**src/rtl/sr_pkg.sv**
```systemverilog
// rtl/sr_pkg.sv - S=R=1 policy enum and the shared SR next-state function.
package sr_pkg;

  typedef enum logic [1:0] {
    SR_HOLD     = 2'd0,
    SR_SET_PRIO = 2'd1,
    SR_RST_PRIO = 2'd2,
    SR_TOGGLE   = 2'd3
  } sr_mode_e;

  function automatic logic sr_next(input sr_mode_e mode, input logic q,
                                   input logic s, input logic r);
    logic nq;
    nq = q;
    unique case ({s, r})
      2'b00: nq = q;
      2'b10: nq = 1'b1;
      2'b01: nq = 1'b0;
      default: begin
        unique case (mode)
          SR_SET_PRIO: nq = 1'b1;
          SR_RST_PRIO: nq = 1'b0;
          SR_TOGGLE:   nq = ~q;
          default:     nq = q;
        endcase
      end
    endcase
    return nq;
  endfunction

endpackage

```
**src/rtl/sr_cell.sv**
```systemverilog
// rtl/sr_cell.sv - one clocked SR channel with registered conflict flag.
module sr_cell
  import sr_pkg::*;
#(
  parameter sr_mode_e MODE      = SR_HOLD,
  parameter logic     RESET_VAL = 1'b0
) (
  input  logic clock,
  input  logic reset,
  input  logic en,
  input  logic S,
  input  logic R,
  output logic Q,
  output logic conflict
);

  if (!(MODE inside {SR_HOLD, SR_SET_PRIO, SR_RST_PRIO, SR_TOGGLE})) begin : g_bad_mode
    $error("sr_cell: unsupported MODE");
  end

  always_ff @(posedge clock) begin
    if (reset) begin
      Q        <= RESET_VAL;
      conflict <= 1'b0;
    end else if (en) begin
      Q        <= sr_next(MODE, Q, S, R);
      conflict <= S & R;
    end else begin
      conflict <= 1'b0;
    end
  end

endmodule

```
**src/rtl/sr_ff_bank.sv**
```systemverilog
// rtl/sr_ff_bank.sv - WIDTH independent SR flip-flops with conflict flags.
// SR_FF_BANK_CNT_EN adds cnt_clr and a saturating conflict_cnt debug counter.
module sr_ff_bank
  import sr_pkg::*;
#(
  parameter int               WIDTH     = 8,
  parameter sr_mode_e         MODE      = SR_HOLD,
  parameter logic [WIDTH-1:0] RESET_VAL = '0,
  parameter int               CNT_W     = 8
) (
  input  logic             clock,
  input  logic             reset,
  input  logic             en,
  input  logic [WIDTH-1:0] S,
  input  logic [WIDTH-1:0] R,
  output logic [WIDTH-1:0] Q,
  output logic [WIDTH-1:0] Qn,
`ifdef SR_FF_BANK_CNT_EN
  input  logic             cnt_clr,
  output logic [CNT_W-1:0] conflict_cnt,
`endif
  output logic [WIDTH-1:0] conflict,
  output logic             conflict_any
);

  for (genvar i = 0; i < WIDTH; i++) begin : g_cell
    sr_cell #(
      .MODE      (MODE),
      .RESET_VAL (RESET_VAL[i])
    ) u_cell (
      .clock    (clock),
      .reset    (reset),
      .en       (en),
      .S        (S[i]),
      .R        (R[i]),
      .Q        (Q[i]),
      .conflict (conflict[i])
    );
  end

  assign Qn = ~Q;

  // Computed from inputs rather than from conflict[] so it lands on the same edge.
  logic hit;
  assign hit = en & (|(S & R));

  always_ff @(posedge clock) begin
    if (reset) conflict_any <= 1'b0;
    else       conflict_any <= hit;
  end

`ifdef SR_FF_BANK_CNT_EN
  always_ff @(posedge clock) begin
    if (reset || cnt_clr)
      conflict_cnt <= '0;
    else if (hit && (conflict_cnt != {CNT_W{1'b1}}))
      conflict_cnt <= conflict_cnt + 1'b1;
  end
`else
  logic unused_cnt_w;
  assign unused_cnt_w = (CNT_W > 0);
`endif

endmodule
```
**config.mk**
```make
export PLATFORM = sky130hd
export DESIGN_NAME = sr_ff_bank
export DESIGN_NICKNAME = d
export VERILOG_FILES = /design/src/rtl/sr_pkg.sv /design/src/rtl/sr_cell.sv /design/src/rtl/sr_ff_bank.sv
export SDC_FILE = /design/constraint.sdc
export NUM_CORES = 1
export LEC_CHECK = 0
export CAP_MARGIN = 15
export CORE_AREA = 3 3 53 55
export CTS_BUF_LIST = sky130_fd_sc_hd__clkbuf_8
export DETAILED_ROUTE_END_ITERATION = 8
export DIE_AREA = 0 0 56 58
export GPL_TIMING_DRIVEN = 0
export PLACE_DENSITY_LB_ADDON = 0.3
export SYNTH_ARGS = -nofsm -noshare
export SYNTH_HDL_FRONTEND = slang
export SYNTH_SLANG_ARGS = --single-unit
```
**constraint.sdc**
```tcl
create_clock -name clock -period 1.1 [get_ports clock]
set_input_delay 0.22 -clock clock [delete_from_list [all_inputs] [get_ports clock]]
set_output_delay 0.22 -clock clock [all_outputs]
set_load 0.01 [all_outputs]
```
==> impl_metrics.json <==
{
  "status": "finished, final reports clean",
  "start_util_pct": 43.11,
  "critical_path.max_stage_delay_ps": 290,
  "wire_per_inst_um": 11.68,
  "ys_ff_latch": 17,
  "viasPerCell": 4.363,
  "startpoint_type": "primary input",
  "syn_nets": 138,
  "cts_setup_buffers": 0,
  "min-delay-start": "reset",
  "path_cells": "dlygate4sd2_1 > inv_1 > ha_1 > or2b_1 > a211oi_2",
  "grt_max_degree": 11,
  "m1WireLength_um": 803,
  "dp.cells": 175,
  "max_slew_margin_pct": 78.32,
  "path_class": "primary input to flip-flop",
  "fp-row-count": 18,
  "grt_pass1_wl_um": 3553,
  "wl_met2_um": 1135,
  "vdd_ir_drop_max_v": 0.0005387,
  "vias": 781,
  "ant_nets": 0,
  "numCtsBuffers": 3,
  "synth.distinct_cells": 14,
  "ys_seq_area_share_pct": 32.46,
  "worstReg2RegEnd": "g_cell[5].u_cell.Q",
  "antenna_found_initial": 0,
  "avgSynthCellArea_um2": 10.18,
  "min_path_type": "primary input to flip-flop",
  "power_leakage_uw": 0.0007868,
  "fin_util_pct": 58.44,
  "cts.htree.levels": 1,
  "synthFlopType": "dfxtp_1",
  "crit_family": "adder cells",
  "grtUsageTotal_pct": 14.28,
  "die_x_um": 56,
  "finalSetupViolCount": 0,
  "ys_warn_count": 0,
  "core-area_um2": 2432,
  "fin_nets": 185,
  "rr_worst_depth": 2,
  "drive_gt1_share_pct": 40.94,
  "rsz0062_at_grt": "no",
  "synthToLayoutAreaGrowth_pct": 35.56,
  "finalPower_uw": 1495,
  "critPathSlowestCell": "ha_1",
  "clock.fmax_mhz": 960.8,
  "final_cells": 179,
  "num_io_pins": 44,
  "die-area_um2": 3248,
  "pwr_density_cell_nw_per_um2": 1052,
  "max_cap_viol_count": 0,
  "drtIter0Drc": 9,
  "top_layer": "met4",
  "critPathRequiredTime_ps": 1270,
  "cts_num_sinks": 17,
  "worstMarginPinSlew_ps": 325.3,
  "rrSetupSlack_ps": 440,
  "fin_crit_ps": 1041,
  "first_pass_iters": 3,
  "cts_tree": "built",
  "critPathBufInv": 2,
  "finalWirelength_um": 2090,
  "arrival_ps": 1220,
  "place.port_buffers": 42,
  "gp_congestion": 0.7052,
  "fin_tns_setup_ps": 0,
  "hold_depth": 2,
  "root_buffer": "clkbuf_8",
  "route.detailed.drc": 0,
  "grt_pass1_vias": 811,
  "endpoint_kind": "flip-flop",
  "die_h_um": 58,
  "dpl.hpwl_um": 1678,
  "skew_ps": 0,
  "holdBufCountCts": 0,
  "syn_area_um2": 1049,
  "async_flop_share_pct": 0,
  "hold_end": "g_cell[3].u_cell.Q",
  "post-route-period-util_pct": 94.62,
  "reg2reg_from": "g_cell[5].u_cell.Q",
  "synth_cells": 103,
  "report.final.slew_viol_count": 0,
  "wl_met3_um": 102,
  "worstPathMaxFanout": 2,
  "path_clk_slew_ps": 70,
  "diodes": 0,
  "insertion_delay_ps": 250,
  "synth_edf_count": 0,
  "hold_viol": 0,
  "globalRouteOverflowTotal": 0,
  "cts_buffer_depth": 2
}
-- per-layer routing --
metal  vias to the layer above  GRT usage [%]
met1                       349          14.79
met3                         4          2.450
li1                        406              -
met2                        22          27.55
met5                         -              0
met4                         0          7.119
-- cell usage in the layout, fill, tap and decap left out, drive strengths merged, types with 2 or more instances in the layout --
cell type,count
a211oi,8
and2,8
and3b,8
buf,42
clkbuf,3
dfxtp,17
dlygate4sd2,17
ha,16
inv,16
nand2b,2
nor4,2
or2b,6
-- what timing repair did --
item	4_1_cts	5_1_grt
gates resized for setup	107	12
pin swaps	9	3
endpoints found under the setup margin	34	11
-- through the flow --
stage | area (µm²) | hold WS [ps] | setup slack [ps]
finish | 1421 | 342.9 | 59.18
floorplan | 1049 | 470.7 | 103.6
global route | 1421 | 351.0 | 21.96
CTS | 1466 | 341.4 | 0.03531
global placement | 1506 | 470.7 | -431.5
detailed placement | 1506 | 477.9 | -463.0
-- final cells by class --
type / instances / area (µm²)
Inverter: 16 / 60.06
Clock inverter: 1 / 5.005
Sequential cell: 17 / 347.8
Clock buffer: 3 / 41.29
Buffer: 18 / 136.4
Tap cell: 30 / 37.54
Fill cell: 259 / 1011
Multi-Input combinational cell: 52 / 511.7
Timing Repair Buffer: 42 / 281.5
-- cells in the mapped netlist (2+ instances only) --
library cell	instances	area [µm²]
nor4_1	2	12.51
and3b_1	8	70.07
dfxtp_1	17	340.3
buf_4	16	120.1
or2b_1	6	45.04
nand2b_1	2	12.51
and2_1	8	50.05
a211oi_2	8	100.1
ha_1	16	200.2
inv_1	16	60.06
-- worst register-to-register path, delay by kind of cell, from the launching register on --
kind                   cells  cell delay, ps
AO/OA/AOI/OAI              1             200
buffers and inverters      1              60
flip-flops                 1             330
-- flip-flops by register name, indices dropped and copies added, names as in the netlist --
| name | count |
|---|---|
| g_cell.u_cell.Q | 8 |
| conflict_any | 1 |
| g_cell.u_cell.conflict | 8 |
-- worst max path at each step --
stage,from,end,slack (ps),depth (start not counted)
floorplan,S[0],g_cell[0].u_cell.Q,100,4
global placement,S[2],g_cell[2].u_cell.Q,-430,5
detailed placement,S[5],g_cell[5].u_cell.Q,-460,5
CTS,g_cell[2].u_cell.Q,Qn[2],0.04,2
global route,S[0],g_cell[0].u_cell.Q,20,5
finish,S[1],g_cell[1].u_cell.Q,60,5
-- power breakdown --
part           switching (µW)  total, µW  internal [µW]
logic                     164        358            193
clock network             216        468            251
registers                14.5        669            655
-- logic make-up after synthesis --
family | count (synthesis) | synth area share [%]
buffers and inverters | 34 | 18.74
adder cells (fa/ha/maj) | 16 | 19.09
flip-flops | 17 | 32.46
AND/OR/NAND/NOR | 27 | 19.45
AO/OA/AOI/OAI | 9 | 10.26
Note: power is estimated with default switching activity, not from simulation.
